### src/rtl/cycle_counter_pkg.sv
// Shared constants and helpers for the cycle counter AXI4-Lite register block.
// Register offsets, control/status bit positions, response codes and byte-strobe merge.
package cycle_counter_pkg;

    localparam logic [3:0] ADDR_CTRL      = 4'h0;
    localparam logic [3:0] ADDR_NUM_CYCLE = 4'h4;
    localparam logic [3:0] ADDR_STATUS    = 4'h8;
    localparam logic [3:0] ADDR_IRQ       = 4'hC;

    localparam int CTRL_RUN_BIT    = 0;
    localparam int CTRL_CLR_BIT    = 1;
    localparam int STAT_IDLE_BIT   = 0;
    localparam int STAT_RUN_BIT    = 1;
    localparam int STAT_DONE_BIT   = 2;

    localparam logic [1:0] RESP_OKAY   = 2'b00;
    localparam logic [1:0] RESP_SLVERR = 2'b10;

    function automatic logic [31:0] apply_wstrb(input logic [31:0] old_v,
                                                input logic [31:0] new_v,
                                                input logic [3:0]  strb);
        logic [31:0] res;
        res = old_v;
        for (int i = 0; i < 4; i++) begin
            if (strb[i]) begin
                res[8*i +: 8] = new_v[8*i +: 8];
            end else begin
                res[8*i +: 8] = old_v[8*i +: 8];
            end
        end
        return res;
    endfunction

endpackage

### src/rtl/cycle_counter_axil_if.sv
// AXI4-Lite slave handshake engine: accepts AW+W together and AR, returns registered
// B and R responses, and exposes simple write/read strobes to the register decode.
module cycle_counter_axil_if
    import cycle_counter_pkg::*;
#(
    parameter int ADDR_W = 4
) (
    input  logic              clk,
    input  logic              reset_n,
    input  logic [ADDR_W-1:0] s_axi_awaddr,
    input  logic              s_axi_awvalid,
    output logic              s_axi_awready,
    input  logic [31:0]       s_axi_wdata,
    input  logic [3:0]        s_axi_wstrb,
    input  logic              s_axi_wvalid,
    output logic              s_axi_wready,
    output logic [1:0]        s_axi_bresp,
    output logic              s_axi_bvalid,
    input  logic              s_axi_bready,
    input  logic [ADDR_W-1:0] s_axi_araddr,
    input  logic              s_axi_arvalid,
    output logic              s_axi_arready,
    output logic [31:0]       s_axi_rdata,
    output logic [1:0]        s_axi_rresp,
    output logic              s_axi_rvalid,
    input  logic              s_axi_rready,
    output logic              wr_en_o,
    output logic [ADDR_W-1:0] wr_addr_o,
    output logic [31:0]       wr_data_o,
    output logic [3:0]        wr_strb_o,
    output logic              rd_en_o,
    output logic [ADDR_W-1:0] rd_addr_o,
    input  logic [31:0]       rd_data_i,
    input  logic              rd_err_i,
    input  logic              wr_err_i
);

    logic        awready_q, awready_d;
    logic        bvalid_q, bvalid_d;
    logic [1:0]  bresp_q, bresp_d;
    logic        arready_q, arready_d;
    logic        rvalid_q, rvalid_d;
    logic [1:0]  rresp_q, rresp_d;
    logic [31:0] rdata_q, rdata_d;

    // The ready pulse itself blocks a second acceptance before bvalid/rvalid rise.
    assign wr_en_o   = awready_q & s_axi_awvalid & s_axi_wvalid;
    assign wr_addr_o = s_axi_awaddr;
    assign wr_data_o = s_axi_wdata;
    assign wr_strb_o = s_axi_wstrb;
    assign rd_en_o   = arready_q & s_axi_arvalid;
    assign rd_addr_o = s_axi_araddr;

    assign s_axi_awready = awready_q;
    assign s_axi_wready  = awready_q;
    assign s_axi_bvalid  = bvalid_q;
    assign s_axi_bresp   = bresp_q;
    assign s_axi_arready = arready_q;
    assign s_axi_rvalid  = rvalid_q;
    assign s_axi_rresp   = rresp_q;
    assign s_axi_rdata   = rdata_q;

    // Next-state for both channel handshakes and the registered responses.
    always_comb begin
        awready_d = s_axi_awvalid & s_axi_wvalid & ~bvalid_q & ~awready_q;
        arready_d = s_axi_arvalid & ~rvalid_q & ~arready_q;
        bvalid_d  = bvalid_q;
        bresp_d   = bresp_q;
        rvalid_d  = rvalid_q;
        rresp_d   = rresp_q;
        rdata_d   = rdata_q;
        if (wr_en_o) begin
            bvalid_d = 1'b1;
            bresp_d  = wr_err_i ? RESP_SLVERR : RESP_OKAY;
        end else if (bvalid_q && s_axi_bready) begin
            bvalid_d = 1'b0;
        end else begin
            bvalid_d = bvalid_q;
        end
        if (rd_en_o) begin
            rvalid_d = 1'b1;
            rresp_d  = rd_err_i ? RESP_SLVERR : RESP_OKAY;
            rdata_d  = rd_err_i ? 32'd0 : rd_data_i;
        end else if (rvalid_q && s_axi_rready) begin
            rvalid_d = 1'b0;
        end else begin
            rvalid_d = rvalid_q;
        end
    end

    // Channel state registers.
    always_ff @(posedge clk or negedge reset_n) begin
        if (!reset_n) begin
            awready_q <= 1'b0;
            bvalid_q  <= 1'b0;
            bresp_q   <= 2'b00;
            arready_q <= 1'b0;
            rvalid_q  <= 1'b0;
            rresp_q   <= 2'b00;
            rdata_q   <= 32'd0;
        end else begin
            awready_q <= awready_d;
            bvalid_q  <= bvalid_d;
            bresp_q   <= bresp_d;
            arready_q <= arready_d;
            rvalid_q  <= rvalid_d;
            rresp_q   <= rresp_d;
            rdata_q   <= rdata_d;
        end
    end

endmodule

### src/rtl/cycle_counter_axil_regs.sv
// AXI4-Lite register file in front of the cycle counter core (count, run, status).
// Optional interrupt register and o_irq output are built when CYCLE_CNT_IRQ_EN is defined.
module cycle_counter_axil_regs
    import cycle_counter_pkg::*;
#(
    parameter int NUM_CYCLE_BIT  = 32,
    parameter int C_S_AXI_ADDR_W = 4
) (
    input  logic                      clk,
    input  logic                      reset_n,
    input  logic [C_S_AXI_ADDR_W-1:0] s_axi_awaddr,
    input  logic                      s_axi_awvalid,
    output logic                      s_axi_awready,
    input  logic [31:0]               s_axi_wdata,
    input  logic [3:0]                s_axi_wstrb,
    input  logic                      s_axi_wvalid,
    output logic                      s_axi_wready,
    output logic [1:0]                s_axi_bresp,
    output logic                      s_axi_bvalid,
    input  logic                      s_axi_bready,
    input  logic [C_S_AXI_ADDR_W-1:0] s_axi_araddr,
    input  logic                      s_axi_arvalid,
    output logic                      s_axi_arready,
    output logic [31:0]               s_axi_rdata,
    output logic [1:0]                s_axi_rresp,
    output logic                      s_axi_rvalid,
    input  logic                      s_axi_rready,
    output logic [NUM_CYCLE_BIT-1:0]  o_num_cycle,
    output logic                      o_run,
    input  logic                      i_idle,
    input  logic                      i_running,
`ifdef CYCLE_CNT_IRQ_EN
    output logic                      o_irq,
`endif
    input  logic                      i_done
);

    logic                      wr_en_s, rd_en_s, rd_err_s, wr_err_s, clr_s;
    logic [C_S_AXI_ADDR_W-1:0] wr_addr_s, rd_addr_s;
    logic [31:0]               wr_data_s, rd_data_s, num_ext_s, merged_s;
    logic [3:0]                wr_strb_s, wr_off_s, rd_off_s;
    logic [NUM_CYCLE_BIT-1:0]  num_cycle_q, num_cycle_d;
    logic                      run_q, run_d, done_q, done_d;
    logic                      irq_en_q, irq_en_d, irq_q, irq_d;
    logic                      unused_s;

    cycle_counter_axil_if #(.ADDR_W(C_S_AXI_ADDR_W)) u_if (
        .clk(clk), .reset_n(reset_n),
        .s_axi_awaddr(s_axi_awaddr), .s_axi_awvalid(s_axi_awvalid), .s_axi_awready(s_axi_awready),
        .s_axi_wdata(s_axi_wdata), .s_axi_wstrb(s_axi_wstrb), .s_axi_wvalid(s_axi_wvalid),
        .s_axi_wready(s_axi_wready), .s_axi_bresp(s_axi_bresp), .s_axi_bvalid(s_axi_bvalid),
        .s_axi_bready(s_axi_bready), .s_axi_araddr(s_axi_araddr), .s_axi_arvalid(s_axi_arvalid),
        .s_axi_arready(s_axi_arready), .s_axi_rdata(s_axi_rdata), .s_axi_rresp(s_axi_rresp),
        .s_axi_rvalid(s_axi_rvalid), .s_axi_rready(s_axi_rready),
        .wr_en_o(wr_en_s), .wr_addr_o(wr_addr_s), .wr_data_o(wr_data_s), .wr_strb_o(wr_strb_s),
        .rd_en_o(rd_en_s), .rd_addr_o(rd_addr_s), .rd_data_i(rd_data_s),
        .rd_err_i(rd_err_s), .wr_err_i(wr_err_s)
    );

    assign wr_off_s    = {wr_addr_s[3:2], 2'b00};
    assign rd_off_s    = {rd_addr_s[3:2], 2'b00};
    assign o_num_cycle = num_cycle_q;
    assign o_run       = run_q;
    assign unused_s    = ^{wr_addr_s, rd_addr_s, rd_en_s, irq_en_q, irq_q};
`ifdef CYCLE_CNT_IRQ_EN
    assign o_irq       = irq_q;
`endif

    // Count register zero-extended to the 32-bit bus, and its byte-strobed update.
    always_comb begin
        num_ext_s                      = 32'd0;
        num_ext_s[NUM_CYCLE_BIT-1:0]   = num_cycle_q;
        merged_s                       = apply_wstrb(num_ext_s, wr_data_s, wr_strb_s);
    end

    // Write decode, run pulse and sticky done; a new done beats a same-cycle clear.
    always_comb begin
        num_cycle_d = num_cycle_q;
        run_d       = 1'b0;
        clr_s       = 1'b0;
        irq_en_d    = irq_en_q;
`ifdef CYCLE_CNT_IRQ_EN
        wr_err_s    = 1'b0;
`else
        wr_err_s    = (wr_off_s == ADDR_IRQ);
`endif
        if (wr_en_s) begin
            case (wr_off_s)
                ADDR_CTRL: begin
                    run_d = wr_data_s[CTRL_RUN_BIT] & wr_strb_s[0] & i_idle;
                    clr_s = wr_data_s[CTRL_CLR_BIT] & wr_strb_s[0];
                end
                ADDR_NUM_CYCLE: num_cycle_d = merged_s[NUM_CYCLE_BIT-1:0];
`ifdef CYCLE_CNT_IRQ_EN
                ADDR_IRQ: irq_en_d = wr_strb_s[0] ? wr_data_s[0] : irq_en_q;
`endif
                default: num_cycle_d = num_cycle_q;
            endcase
        end else begin
            num_cycle_d = num_cycle_q;
        end
        if (i_done) begin
            done_d = 1'b1;
        end else if (clr_s || run_q) begin
            done_d = 1'b0;
        end else begin
            done_d = done_q;
        end
        irq_d = irq_en_q & done_q;
    end

    // Read mux; the interface registers it, so a same-cycle write is not yet visible.
    always_comb begin
        rd_data_s = 32'd0;
        rd_err_s  = 1'b0;
        case (rd_off_s)
            ADDR_CTRL:      rd_data_s = 32'd0;
            ADDR_NUM_CYCLE: rd_data_s = num_ext_s;
            ADDR_STATUS:    rd_data_s = {29'd0, done_q, i_running, i_idle};
`ifdef CYCLE_CNT_IRQ_EN
            ADDR_IRQ:       rd_data_s = {30'd0, done_q, irq_en_q};
`endif
            default:        rd_err_s  = 1'b1;
        endcase
    end

    // Register state.
    always_ff @(posedge clk or negedge reset_n) begin
        if (!reset_n) begin
            num_cycle_q <= '0;
            run_q       <= 1'b0;
            done_q      <= 1'b0;
            irq_en_q    <= 1'b0;
            irq_q       <= 1'b0;
        end else begin
            num_cycle_q <= num_cycle_d;
            run_q       <= run_d;
            done_q      <= done_d;
            irq_en_q    <= irq_en_d;
            irq_q       <= irq_d;
        end
    end

endmodule

### config.mk
export PLATFORM = sky130hd
export DESIGN_NAME = cycle_counter_axil_regs
export DESIGN_NICKNAME = d
export VERILOG_FILES = /design/src/rtl/cycle_counter_pkg.sv /design/src/rtl/cycle_counter_axil_if.sv /design/src/rtl/cycle_counter_axil_regs.sv
export SDC_FILE = /design/constraint.sdc
export NUM_CORES = 1
export LEC_CHECK = 0
export BUFFER_PORTS_ARGS = -buffer_cell sky130_fd_sc_hd__buf_2
export CELL_PAD_IN_SITES_DETAIL_PLACEMENT = 1
export CELL_PAD_IN_SITES_GLOBAL_PLACEMENT = 1
export CORE_MARGIN = 5
export CORE_UTILIZATION = 36
export CTS_BUF_LIST = sky130_fd_sc_hd__clkbuf_16
export DETAILED_ROUTE_END_ITERATION = 12
export HOLD_SLACK_MARGIN = 0.03
export PLACE_DENSITY_LB_ADDON = 0.1
export SYNTH_ARGS = -nofsm -noshare
export SYNTH_HDL_FRONTEND = slang
export SYNTH_SLANG_ARGS = --single-unit
### constraint.sdc
create_clock -name clk -period 1.6 [get_ports clk]
set_input_delay 0.08 -clock clk [delete_from_list [all_inputs] [get_ports clk]]
set_output_delay 0.08 -clock clk [all_outputs]
set_load 0.01 [all_outputs]
# Yosys cells after proc, flatten, opt, wreduce, memory -nomap -nowiden
# Cells that the tools add are included.
[totals]
out_inout_bits = 74
reg_bits = 74
wordCells = 59
[classes]
bitwise_logic = 15
eq_ne = 4
mux = 14
reduce_logical = 13
[ops]
columns = ["op", "n"]
rows = [
  ["$pmux W32 S2", 1],
  ["$mux W32", 1],
  ["$reduce_and A3 Y1", 4],
  ["$and A1 B1 Y1", 11],
  ["$mux W1", 10],
  ["$logic_not A4 Y1", 2],
  ["$reduce_bool A2 Y1", 3],
  ["$eq A2 B1 Y1 const B", 2],
  ["$eq A2 B2 Y1 const B", 2],
  ["$mux W2", 2],
  ["$not A1 Y1", 4],
  ["$reduce_or A3 Y1", 1],
  ["$logic_and A1 B1 Y1", 2],
  ["$logic_or A1 B1 Y1", 1],
]

# Logic depth before layout (Yosys ltp)
# Gate-level depths: netlist (run 1).
[depth]
ltp_word = 6
mapped_depth = 5
mapped_depth_nobuf = 4

# By module
# A second synthesis (run 1) with hierarchy kept.
[hier_totals]
cells_unflattened = 289
area_unflattened_um2 = 3748.6
[modules_own_cells]
columns = ["mod", "n_inst", "area_each_um2", "seq_area_each_um2", "cells_per_inst"]
rows = [
  ["cycle_counter_axil_if", 1, 2102.0, 950.9, 168],
  ["cycle_counter_axil_regs", 1, 1646.6, 850.8, 121],
]

# Worst setup path before layout (run 1)
# Ideal clock, no wire load.
[synth_path]
path_type = "flip-flop to flip-flop"
start = "register u_if.awready_q (netlist: u_if.s_axi_awready)"
end = "register num_cycle_q[0] (netlist: o_num_cycle[0])"
arrival_ns = 1.305
path_stages_with_launch = 5
path_buffers = 1
setup_slack_ns = 0.170
synth_period_minus_slack_ns = 1.430
required_ns = 1.475
cell_sequence = "dfrtp_1 and4b_4 and3_4 buf_12 mux2_4"
[synth_between]
elab_chain_cells = 3
[synth_lines]
columns = ["element", "line_no", "source"]
rows = [
  ["start: declaration", "cycle_counter_axil_if.sv:38", "logic awready_q, awready_d;"],
  ["start signal: assignment", "cycle_counter_axil_if.sv:102", "awready_q <= awready_d;"],
  ["$and A1 B1 Y1 (2 in series)", "cycle_counter_axil_if.sv:47", "assign wr_en_o = awready_q & s_axi_awvalid & s_axi_wvalid;"],
  ["$reduce_and A3 Y1 (no line)", "-", ""],
  ["end signal: assignment", "cycle_counter_axil_regs.sv:136", "num_cycle_q <= num_cycle_d;"],
  ["end: declaration", "cycle_counter_axil_regs.sv:42", "logic [NUM_CYCLE_BIT-1:0] num_cycle_q, num_cycle_d;"],
]
# No other way between the ends.
# A chain may end at the register's enable or synchronous reset.

# Worst setup path after layout (run 1)
[layout_path]
start = "input port s_axi_awaddr[3]"
end = "register num_cycle_q[16] (netlist: o_num_cycle[16])"
[layout_between]
elab_chain_cells = 2
[layout_lines]
columns = ["element", "line_no", "source"]
rows = [
  ["start: declaration", "cycle_counter_axil_regs.sv:11", "input logic [C_S_AXI_ADDR_W-1:0] s_axi_awaddr,"],
  ["$eq A2 B1 Y1", "cycle_counter_axil_regs.sv:88", "case (wr_off_s)"],
  ["$reduce_and A3 Y1 (no line)", "-", ""],
]
# No other way between the ends.

==> metrics.csv, run 1 <==
metric;value;unit
fin nets;466;
diode count;0;
Die Y;102;um
max-cap violations;0;
post-CTS setup repair buffer count;0;
WS Path Type;in -> reg;
Pre-antenna DRT Iters;4;
area growth from synthesis to layout;44.2;%
global route overflow;0;
DP HPWL;5800;um
Ports;128;
first-pass GRT wire length;12700;um
width of the die;102;um
Hold Path Depth;2;
synth unique cells;22;
DR vias/cell;4.54;
Syn Inst Count;246;
top-count cell post-synth;dfrtp_1;
Synth Register Bits;72;
syn avg cell area;12.4;um^2
multi-input logic area;1100;um^2
Yosys top cell by area;dfrtp_1;
antenna violations before repair;0;
hold path start;s_axi_wvalid;
htree depth;3;
post-route cell area;4390;um^2
Ys Warns;0;
number of remaining DRC errors;0;
WL per Instance;15.4;um
row count;33;
top_reg_cell synth;dfrtp_1;
setup TNS;0;ns
Starting Density;37.1;%
r2r setup slk;0.14;ns
reg2reg start;u_if.s_axi_awready$_DFF_PN0_;
1st-iter DRT viols;52;
Logic pwr share;15.4;%
critical path startpoint;s_axi_awaddr[3];
clock power share;40.0;%
die area;10400;um^2
crit start category;input pin;
largest net degree at the start of global routing;35;
Clock Tree Root;clkbuf_16;
FF-to-FF path depth;3;
Worst Setup End Kind;register;
Final Hold Vio Count;0;
internal power;3.55;mW
Register Area;1800;um^2
Hold WC Path Type;in -> reg;
FF-to-FF End;o_num_cycle[16]$_DFFE_PN0P_;
CTS tree;built;
hold endpoint;u_if.s_axi_awready$_DFF_PN0_;
fillers;920;
CTS Buf Count;9;
vias in the first global route;2525;
Worst-Skew Late Latency;0.32;ns
Req. time, crit path;1.80;ns
arrival time at the worst endpoint;1.73;ns
P_sw;1.16;mW
Routed Antenna Nets;0;
Final min period;1.53;ns
# setup viols final;0;
Max IR drop VDD;0.522;mV
fmax;654;MHz
share of the synthesized area in the top cell type;59.1;%
Final period util;95.5;%
status;finished clean;
gpl congestion;0.727;
RSZ-0062 raised after global routing;false;
Post-synth ARST share;100;%
crit path max fanout;8;
register area share after synthesis;59.1;%
largest cells by area after synthesis;dfrtp_1 (59%), mux2_4 (16%), nand2_1 (8.0%), o21ai_0 (5.7%), buf_12 (2.6%);
Via Count;2353;
clock transition at the registers of the reported paths;0.06;ns
Max Clock Skew;0.00825;ns
Final Max Slew Viols;0;
layout cells sized above 1;43.3;%
Pwr Density;1070;nW/um^2
post-placement cell area;3710;um^2
final WL;7980;um
Total GRT Usage;15.7;%
core area;8220;um^2
Switching Fraction;24.7;%
part of the power in registers;44.6;%
post-cts sizing count;0;
Leak Pwr;2.27;nW
EDFF count, synth;0;
maximum clock path buffer count;2;
Synth top cells by count;dfrtp_1 (72), nand2_1 (65), o21ai_0 (35);
Port Buf Inserts;121;
Post-Synthesis Cell Area;3050;um^2
clock sink total;72;
-- per-layer routing --
| metal | up-vias | routed length [um] | global-route usage, % |
|---|---|---|---|
| met2 | 80 | 3890 | 25.7 |
| met5 | - | 0 | 0 |
| met3 | 10 | 470 | 3.41 |
| met4 | 0 | 110 | 5.15 |
| met1 | 1120 | 3510 | 20.7 |
| li1 | 1143 | - | - |
-- placed cells by master, fill, tap and decap left out, types with 4 or more instances in the layout --
master and instances:
dfrtp_1 72, dlygate4sd3_1 40, clkbuf_16 9, o21ai_0 35, and3_4 4, buf_2 120
nand2_1 64, buf_4 6, mux2_4 32, inv_1 7
-- area by class of cell --
type | instances | area share, %
Inverter | 5 | 0.427
Tap cell | 105 | 2.99
Multi-Input combinational cell | 154 | 25.0
Sequential cell | 72 | 41.0
Clock inverter | 6 | 1.22
Clock buffer | 9 | 5.13
Timing Repair Buffer | 167 | 24.3
-- critical path, stage by stage --
cell and delay (ns):
dlygate4sd3_1 0.53, buf_2 0.12, and4b_4 0.36, and3_4 0.31, mux2_4 0.32
-- metrics by stage --
step	util (%)	setup WS, ns	hold slack, ns	total power [mW]	std cells
floorplan	-	0.170	-0.216	2.44	247
global placement	45.2	0.150	0.0250	2.78	463
detailed placement	45.2	0.145	0.0208	2.80	463
CTS	53.5	0.0720	0.0310	4.78	518
global route	53.5	0.0321	0.0438	4.94	518
finish	53.5	0.0716	0.0450	4.71	518
-- kinds of logic after synthesis --
group	count (synthesis)	synth area share, %
mux	33	16.1
buf+inv	21	5.09
flops	72	59.1
other cells	1	0.123
compound gates	39	6.77
simple gates	77	11.5
fa+ha+maj	3	1.23
-- power by group through the flow --
stage / clock [mW] / combinational [mW] / sequential, mW
floorplan: 0 / 0.250 / 2.19
global placement: 0 / 0.652 / 2.13
detailed placement: 0 / 0.664 / 2.14
CTS: 1.94 / 0.741 / 2.11
global route: 2.01 / 0.799 / 2.13
finish: 1.88 / 0.727 / 2.10
-- sequential cells by signal, summed over array words and instances, names as in the netlist --
register and cells:
u_if.s_axi_bresp 1, o_run 1, o_num_cycle 32, u_if.s_axi_awready 1, u_if.s_axi_arready 1, u_if.s_axi_rvalid 1
u_if.s_axi_bvalid 1, done_q 1, u_if.s_axi_rdata 32, u_if.s_axi_rresp 1
-- timing repair --
item | 4_1_cts | 5_1_grt
endpoints found under the setup margin | 0 | 0
hold buffers | 40 | 0
hold endpoints to repair | 87 | 0
-- how the worst max path moves through the flow --
stage	slack (ns)	cells after the start	to
after floorplan	0.17	4	o_num_cycle[0]$_DFFE_PN0P_
after global placement	0.15	3	o_num_cycle[13]$_DFFE_PN0P_
after detailed placement	0.14	3	o_num_cycle[12]$_DFFE_PN0P_
after CTS	0.07	5	o_num_cycle[12]$_DFFE_PN0P_
after global routing	0.03	5	o_num_cycle[16]$_DFFE_PN0P_
final	0.07	5	o_num_cycle[16]$_DFFE_PN0P_
No activity file was read; power rests on OpenSTA's default activity.
==> run 2, diff against run 1 <==
- ABC_AREA: default -> 1
- CORE_UTILIZATION: 36 -> 34
==> metrics.csv, run 2 <==
metric;value;unit;change
status;finished clean;;
antenna violations before repair;0;;unchanged
Pwr Total;5.03;mW;+6.8%
post-route setup slack;0.176;ns;+0.105 ns
arrival time at the worst endpoint;1.68;ns;-0.05 ns
RSZ-0062 raised after global routing;false;;
Hold WC Path Type;in -> reg;;
core area;8590;um^2;+4.6%
CP max stage delay;0.52;ns;about the same
Final period util;89.0;%;-6.5 points
largest net degree at the start of global routing;43;;+23%
WL per Instance;14.5;um;-5.9%
Place WS;0.316;ns;+0.172 ns
# setup viols final;0;;unchanged
largest family of logic cells by synthesized area;simple AND/OR/NAND/NOR gates;;
Total GRT Usage;17.8;%;+2.1 points
Crit-path slowest cell;dlygate4sd3_1;;
Port Buf Inserts;121;;unchanged
setup TNS;0;ns;unchanged
clock transition at the registers of the reported paths;0.05;ns;about the same
Req. time, crit path;1.86;ns;+0.06 ns
syn avg cell area;8.85;um^2;-29%
number of remaining DRC errors;0;;unchanged
largest cells by area after synthesis;dfrtp_1 (61%), nand2_1 (19%), o21ai_0 (11%), clkbuf_1 (1.4%), nand3_1 (1.4%);;
layout cells sized above 1;30.4;%;-13 points
Post-Synth Simple-Gate Area;22.9;%;+11 points
DR vias/cell;4.54;;about the same
clock sink total;72;;unchanged
Final min period;1.42;ns;-0.105 ns
first-pass GRT wire length;14700;um;+16%
Die Y;103;um;+1.2%
cell family with most CP delay;buffers and inverters;;
top-count cell post-synth;nand2_1;;
WS Path Type;in -> reg;;
diode count;0;;unchanged
die area;10700;um^2;+2.4%
Final Hold Vio Count;0;;unchanged
Synth Register Bits;72;;unchanged
Worst-Skew Late Latency;0.32;ns;about the same
most used cell along the critical path;nand2_1;;
max-cap violations;0;;unchanged
Max IR drop VDD;0.544;mV;+4.3%
critical path, cell by cell;dlygate4sd3_1, buf_2, inv_1, nand3_1, nor2_4, nand2_1, nand2_1;;
gpl congestion;0.730;;+0.48%
global route overflow;0;;unchanged
Max Clock Skew;0.00463;ns;-0.00362 ns
commonest non-fill, non-tap cells in the layout;nand2_1 (146), buf_2 (120), dfrtp_1 (72);;
post-synthesis xor/xnor area fraction;0;%;unchanged
Worst Setup End Kind;register;;
Pre-antenna DRT Iters;4;;unchanged
Post-synth ARST share;100;%;unchanged
Routed Antenna Nets;0;;unchanged
row count;34;;+3.0%
Leak Pwr;2.46;nW;+8.3%
top_reg_cell synth;dfrtp_1;;
crit start category;input pin;;
multiplexer share of the synthesized area;0;%;-16 points
Adder-Cell Fraction of Synth Area;1.27;%;+0.039 points
final WL;8920;um;+12%
Syn Inst Count;334;;+36%
share of the synthesized area in the top cell type;61.0;%;+1.9 points
Synth top cells by count;nand2_1 (147), dfrtp_1 (72), o21ai_0 (64);;
Ports;128;;unchanged
Yosys top cell by area;dfrtp_1;;
area growth from synthesis to layout;52.5;%;
Synth Area in Compound Gates;11.0;%;+4.2 points
fillers;1040;;+13%
EDFF count, synth;0;;unchanged
most common cell after layout, fill and taps aside;nand2_1;;
vias in the first global route;2997;;+19%
crit path max fanout;9;;+1
Clock Tree Root;clkbuf_16;;
htree depth;3;;unchanged
Ys Warns;0;;unchanged
WP buf/inv;3;;+1
fin nets;559;;+20%
register area share after synthesis;61.0;%;+1.9 points
DP HPWL;6320;um;+9.0%
synth unique cells;15;;-32%
width of the die;103;um;+1.2%
CTS Buf Count;9;;unchanged
Via Count;2793;;+19%
Post-Synthesis Cell Area;2960;um^2;-3.0%
Starting Density;34.4;%;-2.7 points
1st-iter DRT viols;62;;+19%
maximum clock path buffer count;2;;unchanged
Final Max Slew Viols;0;;unchanged
Pwr Density;1120;nW/um^2;+4.1%
fmax;702;MHz;+7.3%
CTS tree;built;;
[run 2: changes by cell type in the layout (fill, tap and decap cells not counted), moves of 3 or more]
cell and delta:
nand3_2 +3, and3_4 -4, nand3_1 +4, nand2_1 +82
nor2_4 +3, nor2_1 +5, a22oi_1 -3, mux2_4 -32
o21ai_0 +29, inv_1 +4
[run 2: cells by family (layout without fill, tap and decap cells)]
family | Yosys count | in the layout
adders and majority gates | 3 | 3
DFF | 72 | 72
AOI/OAI and AO/OA | 65 | 65
buffers and inverters | 26 | 198
other | 1 | 2
and+or+nand+nor | 167 | 167
[run 2: power breakdown]
| part | internal (mW) | switching (mW) |
|---|---|---|
| clock network | 1.51 | 0.730 |
| registers | 1.98 | 0.107 |
| logic | 0.312 | 0.391 |
[run 2: routing by layer]
metal / global-route usage, % / share of wire [%] / vias up
met5: 0 / 0 / -
met1: 22.2 / 43 / 1310
met3: 4.02 / 6.2 / 12
met4: 6.47 / 1.4 / 0
met2: 30.2 / 50 / 72
li1: - / - / 1399
[run 2: through the flow]
step	area [um^2]	utilization (%)	hold slack, ns	cells
after floorplan	2960	-	-0.216	335
after global placement	3750	43.6	-0.0524	558
after detailed placement	3750	43.6	-0.0525	558
after CTS	4500	52.3	0.0375	615
after global routing	4510	52.4	0.0573	615
final	4510	52.4	0.0608	615
[run 2: final timing paths]
check                           cells after the start                          start  slack (ns)                                to
worst max-delay path                                7                s_axi_awaddr[3]        0.18       o_num_cycle[29]$_DFFE_PN0P_
worst min-delay path                                3                 s_axi_wstrb[0]        0.06                   o_run$_DFF_PN0_
worst max register to register                      6   u_if.s_axi_awready$_DFF_PN0_        0.38       o_num_cycle[14]$_DFFE_PN0P_
worst min register to register                      1  u_if.s_axi_bvalid$_DFFE_PN0P_        0.45      u_if.s_axi_awready$_DFF_PN0_
max in group asynchronous                           3                        reset_n        0.95        o_num_cycle[6]$_DFFE_PN0P_
min in group asynchronous                           2                        reset_n        0.15  u_if.s_axi_rdata[11]$_DFFE_PN0P_
[run 2: final cells by class]
cell class	count	area, um^2	share of cell area, %
Sequential cell	72	1800	40.0
Timing Repair Buffer	172	1130	25.1
Multi-Input combinational cell	237	1060	23.6
Clock buffer	9	225	5.00
Tap cell	108	135	3.00
Clock inverter	7	111	2.47
Inverter	10	37.5	0.833
[run 2: worst reg2reg max path, cell delays in order (launching register included)]
cell	delay (ns)
dfrtp_1	0.42
nand3_2	0.12
buf_12	0.21
nor2_1	0.10
buf_4	0.15
nand2_1	0.06
nand2_1	0.05
[run 2: repair_timing]
action	in CTS	in global routing
resized for setup	0	2
endpoints found under the setup margin	0	10
hold buffers	41	0
endpoints found under the hold margin	111	0
buffers inserted	0	0
==> run 3, diff against run 2 <==
- CELL_PAD_IN_SITES_DETAIL_PLACEMENT: 1 -> 0
==> metrics.csv, run 3 (same netlist as run 2, synthesis figures left out) <==
metric;value;unit;change
number of remaining DRC errors;0;;unchanged
antenna violations before repair;0;;unchanged
post-route cell area;4490;um^2;-0.31%
1st-iter DRT viols;64;;+3.2%
Ports;128;;unchanged
layout cells sized above 1;29.9;%;-0.45 points
die area;10700;um^2;unchanged
clock sink total;72;;unchanged
FF-to-FF path depth;3;;-3
CTS tree;built;;
WS Path Type;in -> reg;;
maximum clock path buffer count;2;;unchanged
Port Buf Inserts;121;;unchanged
Hold WC Path Type;in -> reg;;
most common cell after layout, fill and taps aside;nand2_1;;
arrival time at the worst endpoint;1.67;ns;about the same
area growth from synthesis to layout;52.0;%;
clock transition at the registers of the reported paths;0.05;ns;about the same
CTS Buf Count;9;;unchanged
first-pass GRT wire length;13400;um;-9.3%
Worst-Skew Late Latency;0.33;ns;about the same
gpl congestion;0.730;;unchanged
core area;8590;um^2;unchanged
hold path start;i_running;;
# setup viols final;0;;unchanged
Max Clock Skew;0.00742;ns;+0.00279 ns
Pre-antenna DRT Iters;4;;unchanged
final WL;8170;um;-8.4%
max-cap violations;0;;unchanged
commonest non-fill, non-tap cells in the layout;nand2_1 (146), buf_2 (120), dfrtp_1 (72);;
Total GRT Usage;16.4;%;-1.4 points
Die Y;103;um;unchanged
largest net degree at the start of global routing;43;;unchanged
reg2reg start;u_if.s_axi_arready$_DFF_PN0_;;
WL per Instance;13.3;um;-8.5%
fmax;709;MHz;+0.89%
RSZ-0062 raised after global routing;false;;
post-placement cell area;3750;um^2;unchanged
row count;34;;unchanged
r2r setup slk;0.41;ns;+0.03 ns
setup TNS;0;ns;unchanged
status;finished clean;;
fillers;843;;-19%
DP HPWL;5740;um;-9.3%
width of the die;103;um;unchanged
global route overflow;0;;unchanged
Starting Density;34.4;%;unchanged
diode count;0;;unchanged
Req. time, crit path;1.86;ns;about the same
Final Max Slew Viols;0;;unchanged
post-route setup slack;0.189;ns;+0.0126 ns
fin nets;560;;+0.18%
post-CTS setup repair buffer count;0;;unchanged
htree depth;3;;unchanged
Place WS;0.317;ns;+0.000759 ns
Clock Tree Root;clkbuf_16;;
DR vias/cell;4.41;;-3.0%
Leak Pwr;2.45;nW;-0.51%
Hold Path Depth;5;;+2
Worst Setup End Kind;register;;
Routed Antenna Nets;0;;unchanged
Final Hold Vio Count;0;;unchanged
hold endpoint;u_if.s_axi_rdata[1]$_DFFE_PN0P_;;
Final period util;88.2;%;-0.78 points
FF-to-FF End;u_if.s_axi_rdata[5]$_DFFE_PN0P_;;
Final min period;1.41;ns;-0.0126 ns
Max IR drop VDD;0.522;mV;-4.1%
crit start category;input pin;;
Via Count;2714;;-2.8%
crit path max fanout;9;;unchanged
vias in the first global route;2703;;-9.8%
Pwr Density;1080;nW/um^2;-3.0%
-- run 3: worst max-delay path by stage --
| stage | start | endpoint | slack, ns | cells after the start |
|---|---|---|---|---|
| 6_report | s_axi_awaddr[3] | o_num_cycle[29]$_DFFE_PN0P_ | 0.19 | 7 |
| 5_1_grt | s_axi_awaddr[3] | o_num_cycle[29]$_DFFE_PN0P_ | 0.03 | 7 |
| 4_1_cts | s_axi_awaddr[3] | o_num_cycle[23]$_DFFE_PN0P_ | 0.11 | 7 |
| 3_5_place_dp | s_axi_awaddr[3] | o_num_cycle[23]$_DFFE_PN0P_ | 0.32 | 6 |
| 3_3_place_gp | s_axi_awaddr[3] | o_num_cycle[0]$_DFFE_PN0P_ | 0.35 | 6 |
| 2_1_floorplan | u_if.s_axi_awready$_DFF_PN0_ | o_num_cycle[0]$_DFFE_PN0P_ | 0.47 | 5 |
-- run 3: layer usage --
layer / track usage [%] / up-vias / share of wire [%]
li1: - / 1410 / -
met1: 21.4 / 1214 / 45
met2: 26.0 / 78 / 46
met3: 4.02 / 12 / 7.1
met4: 6.97 / 0 / 2.0
met5: 0 / - / 0
-- run 3: power breakdown --
group	total (mW)	switching (mW)	leakage (nW)	internal (mW)
clock network	2.09	0.738	0.152	1.35
logic	0.692	0.379	1.32	0.313
registers	2.08	0.103	0.976	1.98
-- run 3: worst max-delay path, stage by stage --
cell,delay [ns]
dlygate4sd3_1,0.53
buf_2,0.13
inv_1,0.19
nand3_1,0.32
nor2_4,0.28
nand2_1,0.07
nand2_1,0.07
-- run 3: timing repair --
item | in CTS | in global routing
resized for setup | 0 | 2
setup endpoints to repair | 0 | 16
hold buffers | 42 | 0
endpoints found under the hold margin | 112 | 0
-- run 3: stage by stage --
| step | cells | hold slack, ns | power (mW) | util (%) |
|---|---|---|---|---|
| 5_1_grt | 616 | 0.117 | 5.12 | 52.3 |
| 6_report | 616 | 0.0957 | 4.86 | 52.3 |
| 4_1_cts | 616 | 0.0774 | 4.93 | 52.2 |
| 3_3_place_gp | 558 | -0.0524 | 2.74 | 43.6 |
| 3_5_place_dp | 558 | -0.0491 | 2.74 | 43.6 |
| 2_1_floorplan | 335 | -0.216 | 2.38 | - |
-- run 3: cell type report --
type | count | area, um^2 | area share, %
multi-input combinational | 237 | 1060 | 23.7
sequential | 72 | 1800 | 40.1
tap | 108 | 135 | 3.01
clock buffer | 9 | 225 | 5.01
clock inverter | 7 | 87.6 | 1.95
timing repair buffer | 173 | 1140 | 25.4
inverter | 10 | 37.5 | 0.836
